==> src/rtl/rst_seq_ctrl.sv <==
// -----------------------------------------------------------------------------
// rst_seq_ctrl
//
// Purpose: Power-up reset sequencer. It waits for the PLL lock to be stable,
// then releases N_DOM reset domains one at a time in ascending index order.
// After each release it waits STAGE_DLY cycles and then for that domain's
// ready acknowledge. A missing acknowledge raises a sticky fault that only a
// software reset request or the system reset clears.
//
// Ports:
//   sys_clk     in   single clock, rising edge
//   sys_rst     in   synchronous active-high reset, highest priority
//   pll_locked  in   asynchronous PLL lock, 2-flop synchronized here
//   sw_rst_req  in   one-cycle software request to restart the sequence
//   dom_ack     in   [N_DOM] per-domain "out of reset and ready"
//   dom_rst     out  [N_DOM] active-high per-domain reset
//   seq_done    out  all domains released and acknowledged
//   seq_err     out  acknowledge timeout fault
//   err_dom     out  [3] index of the domain that timed out
//   state_o     out  [3] current FSM state code
// -----------------------------------------------------------------------------
module rst_seq_ctrl #(
   parameter int N_DOM      = 4,
   parameter int STABLE_CYC = 64,
   parameter int STAGE_DLY  = 16,
   parameter int ACK_TO     = 1024
) (
   input  logic             sys_clk,
   input  logic             sys_rst,
   input  logic             pll_locked,
   input  logic             sw_rst_req,
   input  logic [N_DOM-1:0] dom_ack,
   output logic [N_DOM-1:0] dom_rst,
   output logic             seq_done,
   output logic             seq_err,
   output logic [2:0]       err_dom,
   output logic [2:0]       state_o
);

   localparam int MAX_A = (STABLE_CYC > STAGE_DLY) ? STABLE_CYC : STAGE_DLY;
   localparam int MAX_P = (MAX_A > ACK_TO) ? MAX_A : ACK_TO;
   localparam int CNT_W = $clog2(MAX_P) + 1;

   localparam logic [CNT_W-1:0] STABLE_LAST = CNT_W'(STABLE_CYC - 1);
   localparam logic [CNT_W-1:0] STAGE_LAST  = CNT_W'(STAGE_DLY - 1);
   localparam logic [CNT_W-1:0] ACK_LAST    = CNT_W'(ACK_TO - 1);
   localparam logic [2:0]       LAST_IDX    = 3'(N_DOM - 1);

   typedef enum logic [2:0] {
      HOLD     = 3'd0,
      STABLE   = 3'd1,
      REL      = 3'd2,
      WAIT_ACK = 3'd3,
      RUN      = 3'd4,
      FAULT    = 3'd5
   } state_t;

   state_t           state_q;
   logic             lock_meta_q;
   logic             lock_sync_q;
   logic [CNT_W-1:0] cnt_q;
   logic [2:0]       idx_q;
   logic [N_DOM-1:0] dom_rst_q;
   logic             seq_done_q;
   logic             seq_err_q;
   logic [2:0]       err_dom_q;

   // Widened copy so a 3-bit index can select any domain for any N_DOM.
   logic [7:0]       ack_ext;

   assign ack_ext = 8'(dom_ack);

   // Counters stick at all-ones instead of wrapping.
   function automatic logic [CNT_W-1:0] sat_inc(input logic [CNT_W-1:0] c);
      return (&c) ? c : c + 1'b1;
   endfunction

   // Reset pattern once domain i is released: domains 0..i low, the rest high.
   function automatic logic [N_DOM-1:0] rel_mask(input logic [2:0] i);
      logic [N_DOM-1:0] m;
      m = '1;
      return m << ({1'b0, i} + 4'd1);
   endfunction

   always_ff @(posedge sys_clk) begin
      if (sys_rst) begin
         state_q     <= HOLD;
         lock_meta_q <= 1'b0;
         lock_sync_q <= 1'b0;
         cnt_q       <= '0;
         idx_q       <= '0;
         dom_rst_q   <= '1;
         seq_done_q  <= 1'b0;
         seq_err_q   <= 1'b0;
         err_dom_q   <= '0;
      end else begin
         lock_meta_q <= pll_locked;
         lock_sync_q <= lock_meta_q;

         if (sw_rst_req) begin
            // Software restart wins over lock loss and leaves FAULT.
            // err_dom is kept as a diagnostic of the last fault.
            state_q    <= HOLD;
            cnt_q      <= '0;
            idx_q      <= '0;
            dom_rst_q  <= '1;
            seq_done_q <= 1'b0;
            seq_err_q  <= 1'b0;
         end else if (!lock_sync_q && state_q != HOLD && state_q != FAULT) begin
            state_q    <= HOLD;
            cnt_q      <= '0;
            idx_q      <= '0;
            dom_rst_q  <= '1;
            seq_done_q <= 1'b0;
         end else begin
            case (state_q)
               HOLD: begin
                  cnt_q      <= '0;
                  idx_q      <= '0;
                  dom_rst_q  <= '1;
                  seq_done_q <= 1'b0;
                  if (lock_sync_q) begin
                     state_q <= STABLE;
                  end
               end

               // Lock is known high here; a low sample was handled above.
               STABLE: begin
                  if (cnt_q == STABLE_LAST) begin
                     state_q   <= REL;
                     cnt_q     <= '0;
                     idx_q     <= '0;
                     dom_rst_q <= rel_mask(3'd0);
                  end else begin
                     cnt_q <= sat_inc(cnt_q);
                  end
               end

               REL: begin
                  if (cnt_q == STAGE_LAST) begin
                     state_q <= WAIT_ACK;
                     cnt_q   <= '0;
                  end else begin
                     cnt_q <= sat_inc(cnt_q);
                  end
               end

               // An ack arriving on the timeout cycle still counts as success.
               WAIT_ACK: begin
                  if (ack_ext[idx_q]) begin
                     cnt_q <= '0;
                     if (idx_q == LAST_IDX) begin
                        state_q    <= RUN;
                        dom_rst_q  <= '0;
                        seq_done_q <= 1'b1;
                     end else begin
                        state_q   <= REL;
                        idx_q     <= idx_q + 3'd1;
                        dom_rst_q <= rel_mask(idx_q + 3'd1);
                     end
                  end else if (cnt_q == ACK_LAST) begin
                     state_q   <= FAULT;
                     seq_err_q <= 1'b1;
                     err_dom_q <= idx_q;
                     dom_rst_q <= '1;
                  end else begin
                     cnt_q <= sat_inc(cnt_q);
                  end
               end

               // Acks are not monitored once the system is running.
               RUN: begin
                  dom_rst_q  <= '0;
                  seq_done_q <= 1'b1;
               end

               FAULT: begin
                  dom_rst_q  <= '1;
                  seq_done_q <= 1'b0;
                  seq_err_q  <= 1'b1;
               end

               default: begin
                  state_q    <= HOLD;
                  cnt_q      <= '0;
                  idx_q      <= '0;
                  dom_rst_q  <= '1;
                  seq_done_q <= 1'b0;
               end
            endcase
         end
      end
   end

   assign dom_rst  = dom_rst_q;
   assign seq_done = seq_done_q;
   assign seq_err  = seq_err_q;
   assign err_dom  = err_dom_q;
   assign state_o  = state_q;

endmodule

==> config.mk <==
export PLATFORM = sky130hd
export DESIGN_NAME = rst_seq_ctrl
export DESIGN_NICKNAME = d
export VERILOG_FILES = /design/src/rtl/rst_seq_ctrl.sv
export SDC_FILE = /design/constraint.sdc
export NUM_CORES = 1
export LEC_CHECK = 0
export CAP_MARGIN = 20
export CORE_MARGIN = 5
export CORE_UTILIZATION = 50
export DETAILED_ROUTE_END_ITERATION = 12
export GPL_TIMING_DRIVEN = 0
export PLACE_DENSITY = 0.73
export SYNTH_ARGS = -nofsm -noshare
export SYNTH_HDL_FRONTEND = slang
export SYNTH_SLANG_ARGS = --single-unit
==> constraint.sdc <==
create_clock -name sys_clk -period 3.74 [get_ports sys_clk]
set_input_delay 0.748 -clock sys_clk [delete_from_list [all_inputs] [get_ports sys_clk]]
set_output_delay 0.748 -clock sys_clk [all_outputs]
set_load 0.05 [all_outputs]
==> Flow_metrics.wiki, run 1 <==
{| class="wikitable"
! Metric !! Value
|-
| NetSw || 103 uW
|-
| Final setup TNS || 0 ns
|-
| Hold path start || lock_meta_q
|-
| H-tree levels || 1
|-
| Register clock-pin slew on the reported worst setup and hold paths || 0.15 ns
|-
| Shortest clock period the worst path allows after layout || 2.71 ns
|-
| Fraction of power spent switching nets || 21.7%
|-
| Total wirelength of the detailed-routed design || 3730 um
|-
| Combinational group share of total power || 5.6%
|-
| Number of placed instances with taps included || 264
|-
| Final Max Slew Viols || 0
|-
| Top flip-flop cell by instance count after synthesis || sky130_fd_sc_hd__dfxtp_1
|-
| Relative slew margins || 39.2%
|-
| Syn. warnings || 0
|-
| Avg Inst Size Synth || 8.07 um^2
|-
| Number of hold violations in the final report || 0
|-
| Commonest cells after routing, fill and taps aside || sky130_fd_sc_hd__nor2_1, sky130_fd_sc_hd__dfxtp_1, sky130_fd_sc_hd__nand2_1
|-
| Drt first-iter violations || 112
|-
| Wire length of the first global-routing pass || 6070 um
|-
| Drc violations || 0
|-
| TritonCTS clock tree || done
|-
| Number of nets with antenna violations after routing || 0
|-
| Pwr Total || 475 uW
|-
| R2r worst-path depth || 8
|-
| Final weighted congestion in routability-driven placement || 0.869
|-
| Sum of net half-perimeters after detailed placement || 2860 um
|-
| Clk pwr share || 31.1%
|-
| Post-synth EDFFs || 0
|-
| Top-level port count || 20
|-
| Distinct cell type count after synthesis || 49
|-
| Sequential share of the synthesized area || 34.4%
|-
| Slew @ Worst Pin || 0.912 ns
|-
| Clock Tree Buf Depth || 2
|-
| Sink of the worst hold path || lock_sync_q
|-
| Internal portion of total power || 372 uW
|-
| Number of stages on the worst hold path || 1
|-
| Antenna diode count || 0
|-
| Footprint of the flip-flops and latches || 561 um^2
|-
| Worst-case register-to-register setup slack || 1.28 ns
|-
| Post-Layout Cell Count || 268
|-
| Combined global-route utilization of all metal layers || 17.5%
|-
| Startpoint type of the worst setup path || input port
|-
| Post-cts sizing count || 0
|-
| Tcrit/Tclk final || 72.6%
|-
| Final setup skew || 0.00298 ns
|-
| Endpoint of the lowest-slack register-to-register path || cnt_q[6]
|-
| Maximum resistive drop on vdd || 225 uV
|-
| Hold buffers post-CTS || 0
|-
| Number of input and output port buffers inserted || 18
|-
| Number of CTS-inserted buffers || 3
|-
| Routed len/inst || 13.9 um
|-
| Row Count || 20
|-
| Synth-to-Final Area Change || 16.7%
|-
| Max Fanout on Critical Path || 9
|-
| Overflow after GRT || 0
|-
| Leak Pwr || 0.000669 uW
|-
| Buffers inserted by post-CTS timing repair || 0
|-
| Die Ht || 67.1 um
|-
| Power density normalized to cell area || 250 mW/mm^2
|-
| DR vias || 1534
|-
| Endpoint class of the critical path || register
|-
| Area of the die || 0.00450 mm^2
|-
| Arrival time reported for the critical path endpoint || 2.95 ns
|-
| Clock latency reported for the late side of the worst-skew pair || 0.33 ns
|-
| Start of the worst register-to-register path || cnt_q[0]
|-
| Floorplan core area || 0.00310 mm^2
|-
| Final number of setup-violating endpoints || 0
|-
| Post-layout nets || 237
|-
| Initial core utilization || 52.5%
|-
| Layout cell share with drive strength beyond 1 || 9.38%
|-
| Post-Syn Instances || 202
|-
| Via-per-instance ratio || 5.72
|-
| Upper clock frequency limit || 0.368 GHz
|-
| Unrepaired setup endpoints after global routing || false
|-
| Maximum number of pins on one net before global-route repair || 16
|-
| Via count of the first global-routing pass || 1278
|-
| Class of the worst hold path || reg2reg
|-
| Die width || 67.1 um
|-
| Worst slack on hold paths || 0.456 ns
|-
| Post-synthesis sequential element count || 28
|-
| Multi-input combinational cell area || 992 um^2
|-
| Clock Tree Root || sky130_fd_sc_hd__clkbuf_4
|-
| Share of synthesized registers carrying an async set or reset || 0%
|-
| Required time at the worst-slack endpoint || 3.98 ns
|-
| Result of the run || finished clean
|-
| Count of TritonRoute iterations in the first routing pass || 7
|-
| Synthesized net count || 214
|-
| Mapped cell area || 0.00163 mm^2
|-
| Fill cell instance count of the final layout || 305
|-
| Clock sink count || 28
|-
| Setup Crit Path Kind || in2reg
|-
| Sequential power share || 63.3%
|-
| Max-cap viol count || 0
|-
| Antenna violations before repair || 0
|}
==> final cells by class <==
class | count | share of cell area (%)
buffer | 7 | 2.30
clock buffer | 4 | 1.91
inverter | 9 | 1.78
multi-input combinational | 158 | 52.2
sequential | 28 | 29.5
tap | 44 | 2.89
timing repair buffer | 18 | 9.47
==> logic make-up (layout without fill, tap and decap cells) <==
kind of cell	Yosys count	in the layout	synth area share, %
xor+xnor	4	4	2.15
fa+ha+maj	4	4	3.07
compound gates	54	54	21.7
mux	6	6	4.45
simple gates	90	90	29.5
flops	28	28	34.4
buf+inv	16	38	4.76
==> sequential cells by signal (all words and copies together), names as in the netlist <==
name         cells
lock_sync_q      1
err_dom          3
dom_rst          4
idx_q            3
lock_meta_q      1
cnt_q           11
seq_done         1
seq_err          1
state_o          3
==> routing by layer <==
metal	global-route usage (%)	part of all wire [%]	vias up
met1	24.9	47	698
li1	-	-	772
met5	0	0	-
met3	4.89	7.5	0
met2	26.4	45	64
met4	3.54	0	0
==> cells in the mapped netlist, types with 4 or more instances <==
cell | instances | area, um^2
sky130_fd_sc_hd__nand2_1 | 23 | 86.3
sky130_fd_sc_hd__nand3_1 | 7 | 35.0
sky130_fd_sc_hd__dfxtp_1 | 28 | 561
sky130_fd_sc_hd__a21oi_1 | 17 | 85.1
sky130_fd_sc_hd__a31oi_1 | 4 | 25.0
sky130_fd_sc_hd__nor2_1 | 28 | 105
sky130_fd_sc_hd__o21ai_0 | 11 | 55.1
sky130_fd_sc_hd__nor3_1 | 8 | 40.0
sky130_fd_sc_hd__inv_1 | 9 | 33.8
sky130_fd_sc_hd__mux2i_1 | 5 | 50.1
sky130_fd_sc_hd__ha_1 | 4 | 50.1
==> metrics by stage <==
step           area [um^2]  util, %  worst slack, ns
6_report              1900     61.3             1.03
5_1_grt               1900     61.3            0.834
4_1_cts               1900     61.3             1.04
3_5_place_dp          1870     60.1            0.667
3_3_place_gp          1870     60.1            0.701
2_1_floorplan         1630        -             1.35
==> worst max-delay path: stages <==
cell and delay [ns]:
sky130_fd_sc_hd__clkdlybuf4s50_1 0.61, sky130_fd_sc_hd__nor2_1 0.11, sky130_fd_sc_hd__a22oi_1 0.75, sky130_fd_sc_hd__nor2_1 0.11, sky130_fd_sc_hd__o21a_2 0.21, sky130_fd_sc_hd__a21o_1 0.19, sky130_fd_sc_hd__a22o_1 0.22
==> how the worst max path moves through the flow <==
| stage | slack (ns) | cells past startpoint | endpoint | startpoint |
|---|---|---|---|---|
| detailed placement | 0.67 | 7 | cnt_q[6] | sw_rst_req |
| CTS | 1.04 | 7 | cnt_q[6] | sw_rst_req |
| finish | 1.03 | 7 | cnt_q[6] | sw_rst_req |
| global placement | 0.70 | 7 | cnt_q[6] | sw_rst_req |
| global route | 0.83 | 7 | cnt_q[6] | sw_rst_req |
| floorplan | 1.35 | 7 | cnt_q[6] | sys_rst |
==> power groups by stage <==
stage                     Combinational (uW)  Clock (uW)  Sequential (uW)
after floorplan                         14.4           0              308
after global placement                  26.0           0              307
after detailed placement                26.5           0              307
after CTS                               26.6         155              301
after global routing                    28.9         166              301
final                                   26.7         148              301
Note: power is estimated with default switching activity, not from simulation.
==> run 2, diff against run 1 <==
clock period = 2.5 ns   (was 3.74 ns; I/O delays follow)
==> Flow_metrics.wiki, run 2 (synthesized netlist as in run 1, its figures left out) <==
{| class="wikitable"
! Metric !! Value
|-
| Drt first-iter violations || 99
|-
| Register clock-pin slew on the reported worst setup and hold paths || 0.15 ns
|-
| Combinational group share of total power || 5.7%
|-
| Tcrit/Tclk final || 95.2%
|-
| Max Fanout on Critical Path || 7
|-
| Wire length of the first global-routing pass || 6070 um
|-
| Global-route track usage on met3 || 4.89%
|-
| Die Ht || 67.1 um
|-
| Die width || 67.1 um
|-
| Hold path start || lock_meta_q
|-
| R2r worst-path depth || 8
|-
| Class of the worst hold path || reg2reg
|-
| Fill cell instance count of the final layout || 303
|-
| Slowest stage cell on the critical path || sky130_fd_sc_hd__or4_1
|-
| Arrival time reported for the critical path endpoint || 2.62 ns
|-
| Number of flip-flops in the largest register || 11
|-
| Antenna diode count || 0
|-
| Internal portion of total power || 557 uW
|-
| Final Max Slew Viols || 0
|-
| Clock latency reported for the late side of the worst-skew pair || 0.33 ns
|-
| Commonest cells after routing, fill and taps aside || sky130_fd_sc_hd__nor2_1, sky130_fd_sc_hd__dfxtp_1, sky130_fd_sc_hd__nand2_1
|-
| Required time at the worst-slack endpoint || 2.74 ns
|-
| Maximum resistive drop on vdd || 343 uV
|-
| Global-route track usage on met1 || 24.9%
|-
| Layout cell share with drive strength beyond 1 || 10.7%
|-
| Clock sink count || 28
|-
| Unrepaired setup endpoints after global routing || false
|-
| Routed len/inst || 14.0 um
|-
| Combined global-route utilization of all metal layers || 17.5%
|-
| Delay contributed by the slowest stage of the critical path || 0.48 ns
|-
| Fin util || 61.8%
|-
| H-tree levels || 1
|-
| Row Count || 20
|-
| Upper clock frequency limit || 0.420 GHz
|-
| Placed instance area || 0.00187 mm^2
|-
| Number of CTS-inserted buffers || 3
|-
| TritonCTS clock tree || done
|-
| Post-Layout Cell Count || 268
|-
| Clk pwr share || 31.2%
|-
| Number of nets with antenna violations after routing || 0
|-
| Post-layout nets || 237
|-
| Met2 Resource Use GR || 26.4%
|-
| Fraction of power spent switching nets || 21.9%
|-
| Start of the worst register-to-register path || cnt_q[0]
|-
| Fin area || 0.00192 mm^2
|-
| Initial core utilization || 52.5%
|-
| Setup Crit Path Kind || reg2reg
|-
| CP cell instances || ha_1, nand4_4, or4_1, buf_2, nor3b_1, o21a_2, a21o_1, a22o_1
|-
| Endpoint of the lowest-slack register-to-register path || cnt_q[6]
|-
| Largest delay share family, worst path || simple AND/OR/NAND/NOR gates
|-
| Final worst slack || 0.120 ns
|-
| Sink of the worst hold path || lock_sync_q
|-
| Final weighted congestion in routability-driven placement || 0.869
|-
| Most common cell after layout, fill and taps aside || sky130_fd_sc_hd__nor2_1
|-
| Register containing the most flip-flops in the final layout || cnt_q
|-
| Number of hold violations in the final report || 0
|-
| Power density normalized to cell area || 372 mW/mm^2
|-
| Footprint of the flip-flops and latches || 563 um^2
|-
| Worst-case register-to-register setup slack || 0.12 ns
|-
| Relative slew margins || 60.3%
|-
| Startpoint type of the worst setup path || register
|-
| Clock Tree Root || sky130_fd_sc_hd__clkbuf_4
|-
| Top-level port count || 20
|-
| Floorplan core area || 0.00310 mm^2
|-
| Endpoint class of the critical path || register
|-
| Via-per-instance ratio || 5.68
|-
| Number of placed instances with taps included || 264
|-
| Final setup skew || 0.00961 ns
|-
| Maximum number of pins on one net before global-route repair || 16
|-
| Clock Tree Buf Depth || 2
|-
| Sum of net half-perimeters after detailed placement || 2860 um
|-
| Final setup TNS || 0 ns
|-
| Area of the die || 0.00450 mm^2
|-
| Drc violations || 0
|-
| Multi-input combinational cell area || 0.00101 mm^2
|-
| Result of the run || finished clean
|-
| Max-cap viol count || 0
|-
| Via count of the first global-routing pass || 1278
|-
| Number of input and output port buffers inserted || 18
|-
| Total wirelength of the detailed-routed design || 3740 um
|-
| Gr busiest metal || met2
|-
| Sequential power share || 63.1%
|-
| NetSw || 156 uW
|-
| Count of TritonRoute iterations in the first routing pass || 4
|-
| Post-placement setup slack || -0.325 ns
|-
| Shortest clock period the worst path allows after layout || 2.38 ns
|-
| Sum of buffers and inverters on the critical path || 1
|-
| Slew @ Worst Pin || 0.591 ns
|-
| Final number of setup-violating endpoints || 0
|-
| DR vias || 1522
|-
| Leak Pwr || 0.000677 uW
|-
| Synth-to-Final Area Change || 17.7%
|-
| Buffers inserted by post-CTS timing repair || 0
|-
| Number of stages on the worst hold path || 1
|-
| Overflow after GRT || 0
|-
| Antenna violations before repair || 0
|}
-- run 2: cell types whose count changed in the layout (fill, tap and decap cells not counted) --
cell	delta
sky130_fd_sc_hd__a22oi_2	+1
sky130_fd_sc_hd__nand4_4	+1
sky130_fd_sc_hd__a22oi_1	-1
sky130_fd_sc_hd__nand4_2	-1
sky130_fd_sc_hd__dfxtp_1	-2
sky130_fd_sc_hd__dfxtp_2	+2
-- run 2: through the flow --
stage / power (uW) / hold WS, ns
detailed placement: 499 / 0.429
CTS: 721 / 0.461
global placement: 498 / 0.421
finish: 713 / 0.456
global route: 743 / 0.477
floorplan: 482 / 0.414
-- run 2: timing repair --
action | in CTS | in global routing
resized for setup | 0 | 4
setup endpoints to repair | 0 | 5
hold buffers | 0 | 0
-- run 2: worst reg2reg max path, stage by stage (launching register included) --
cell and delay, ns:
sky130_fd_sc_hd__dfxtp_2 0.39, sky130_fd_sc_hd__ha_1 0.24, sky130_fd_sc_hd__nand4_4 0.16, sky130_fd_sc_hd__or4_1 0.48
sky130_fd_sc_hd__buf_2 0.19, sky130_fd_sc_hd__nor3b_1 0.16, sky130_fd_sc_hd__o21a_2 0.25, sky130_fd_sc_hd__a21o_1 0.20
sky130_fd_sc_hd__a22o_1 0.22
-- run 2: final cells by class --
type | instances | share of cell area (%)
multi-input cells | 158 | 52.4
flip-flops and latches | 28 | 29.4
repair buffers | 18 | 9.39
well taps | 44 | 2.87
plain buffers | 7 | 2.28
clock buffers | 4 | 1.89
inverters | 9 | 1.76
-- run 2: how the worst max path moves through the flow --
stage | slack (ns) | cells after the start | start | endpoint
after CTS | 0.05 | 7 | sw_rst_req | cnt_q[6]
after global routing | 0.04 | 8 | cnt_q[0] | cnt_q[6]
final | 0.12 | 8 | cnt_q[0] | cnt_q[6]
after floorplan | 0.20 | 7 | state_o[2] | cnt_q[6]
after detailed placement | -0.33 | 7 | sw_rst_req | cnt_q[6]
after global placement | -0.29 | 7 | sw_rst_req | cnt_q[6]
-- run 2: power by group through the flow --
stage / clock, uW / sequential [uW] / combinational, uW
6_report: 222 / 450 / 40.6
5_1_grt: 249 / 451 / 43.8
4_1_cts: 231 / 450 / 39.8
3_5_place_dp: 0 / 460 / 39.6
3_3_place_gp: 0 / 459 / 38.8
2_1_floorplan: 0 / 461 / 21.5
-- run 2: per-layer routing --
metal  routed length, um  up-vias  part of all wire, %
met5                   0        -                    0
met4                  16        0                 0.43
met3                 253        2                  6.8
met2                1700       58                   45
met1                1770      689                   47
li1                    -      773                    -
==> run 3, diff against run 2 <==
CORE_ASPECT_RATIO = 1.75   (was unset)
CORE_MARGIN = 2   (was 5)
==> Flow_metrics.wiki, run 3 (synthesized netlist as in run 1, its figures left out) <==
{| class="wikitable"
! Metric !! Value
|-
| Result of the run || finished clean
|-
| Unrepaired setup endpoints after global routing || false
|-
| Post-Layout Cell Count || 267
|-
| Clock sink count || 28
|-
| Upper clock frequency limit || 0.420 GHz
|-
| Routed len/inst || 15.0 um
|-
| Row Count || 27
|-
| Register containing the most flip-flops in the final layout || cnt_q
|-
| Final number of setup-violating endpoints || 0
|-
| Number of nets with antenna violations after routing || 0
|-
| Via-per-instance ratio || 5.84
|-
| Sum of net half-perimeters after detailed placement || 3120 um
|-
| Setup Crit Path Kind || reg2reg
|-
| Power density normalized to cell area || 438 mW/mm^2
|-
| Max Fanout on Critical Path || 7
|-
| Via count of the first global-routing pass || 1634
|-
| Clock Tree Root || sky130_fd_sc_hd__clkbuf_8
|-
| Initial core utilization || 51.9%
|-
| Drt first-iter violations || 56
|-
| Met2 Resource Use GR || 44.4%
|-
| Delay contributed by the slowest stage of the critical path || 0.50 ns
|-
| Gr busiest metal || met2
|-
| Die width || 47.2 um
|-
| Class of the worst hold path || reg2reg
|-
| Worst slack on hold paths || 0.456 ns
|-
| Arrival time reported for the critical path endpoint || 2.57 ns
|-
| Buffers inserted by post-CTS timing repair || 0
|-
| Leak Pwr || 0.000691 uW
|-
| Final worst slack || 0.118 ns
|-
| Max-cap viol count || 0
|-
| Layout cell share with drive strength beyond 1 || 10.3%
|-
| Fin util || 62.1%
|-
| Post-placement setup slack || -0.280 ns
|-
| Sum of buffers and inverters on the critical path || 1
|-
| H-tree levels || 1
|-
| Post-layout nets || 237
|-
| Clock Tree Buf Depth || 2
|-
| Global-route track usage on met3 || 3.85%
|-
| Slew @ Worst Pin || 0.611 ns
|-
| Clock latency reported for the late side of the worst-skew pair || 0.28 ns
|-
| Required time at the worst-slack endpoint || 2.69 ns
|-
| Number of hold violations in the final report || 0
|-
| Wire length of the first global-routing pass || 6980 um
|-
| DR vias || 1559
|-
| Number of placed instances with taps included || 263
|-
| Final setup skew || 0.00262 ns
|-
| Maximum resistive drop on vdd || 293 uV
|-
| Number of CTS-inserted buffers || 3
|-
| Commonest cells after routing, fill and taps aside || sky130_fd_sc_hd__nor2_1, sky130_fd_sc_hd__dfxtp_1, sky130_fd_sc_hd__nand2_1
|-
| Endpoint class of the critical path || register
|-
| Floorplan core area || 0.00314 mm^2
|-
| Overflow after GRT || 0
|-
| Global-route track usage on met1 || 25.3%
|-
| Slowest stage cell on the critical path || sky130_fd_sc_hd__or4_1
|-
| Hold buffers post-CTS || 0
|-
| Drc violations || 0
|-
| Final Max Slew Viols || 0
|-
| Relative slew margins || 59.0%
|-
| Largest delay share family, worst path || simple AND/OR/NAND/NOR gates
|-
| Most common cell after layout, fill and taps aside || sky130_fd_sc_hd__nor2_1
|-
| Combined global-route utilization of all metal layers || 25.3%
|-
| Antenna diode count || 0
|-
| Register clock-pin slew on the reported worst setup and hold paths || 0.10 ns
|-
| TritonCTS clock tree || done
|-
| Top-level port count || 20
|-
| Synth-to-Final Area Change || 19.6%
|-
| Startpoint type of the worst setup path || register
|-
| Maximum number of pins on one net before global-route repair || 17
|-
| Area of the die || 0.00375 mm^2
|-
| Antenna violations before repair || 0
|-
| Number of input and output port buffers inserted || 18
|-
| Total wirelength of the detailed-routed design || 4000 um
|-
| Number of flip-flops in the largest register || 11
|-
| Tcrit/Tclk final || 95.3%
|-
| Count of TritonRoute iterations in the first routing pass || 4
|-
| Shortest clock period the worst path allows after layout || 2.38 ns
|-
| CP cell instances || ha_1, nand4_4, or4_1, buf_2, nor3b_1, o21a_2, a21o_1, a22o_1
|-
| Die Ht || 79.5 um
|-
| Final weighted congestion in routability-driven placement || 0.859
|}
run 3: report_power, final:
group,switching [uW],total (uW),internal (uW)
Combinational,21.9,41.1,19.2
Clock,150,365,215
Sequential,1.57,449,448
run 3: stage by stage:
step | TNS (ns) | instance area [um^2] | total power, uW
floorplan | 0 | 1630 | 482
global placement | -1.40 | 1860 | 498
detailed placement | -1.54 | 1860 | 500
CTS | 0 | 1940 | 860
global route | 0 | 1950 | 884
finish | 0 | 1950 | 855
run 3: path summary, 6_finish.rpt:
kind / cells past startpoint / to / start / slack, ns
max: 8 / cnt_q[6] / cnt_q[1] / 0.12
min: 1 / lock_sync_q / lock_meta_q / 0.46
max reg2reg: 8 / cnt_q[6] / cnt_q[1] / 0.12
min reg2reg: 1 / lock_sync_q / lock_meta_q / 0.46
run 3: layout make-up:
cell class	count	area [um^2]
Buffer	7	43.8
Clock buffer	3	41.3
Clock inverter	1	30.0
Fill cell	292	1190
Inverter	9	33.8
Multi-Input combinational cell	158	1010
Sequential cell	28	562
Tap cell	43	53.8
Timing Repair Buffer	18	180
run 3: what timing repair did:
| action | in CTS | in global routing |
|---|---|---|
| endpoints found under the setup margin | 0 | 5 |
| resized for setup | 0 | 4 |
| endpoints found under the hold margin | 0 | 0 |
run 3: layer usage:
metal / wire length (um) / part of all wire, %
met1: 1460 / 37
met2: 2180 / 54
met3: 141 / 3.5
met4: 217 / 5.4
met5: 0 / 0
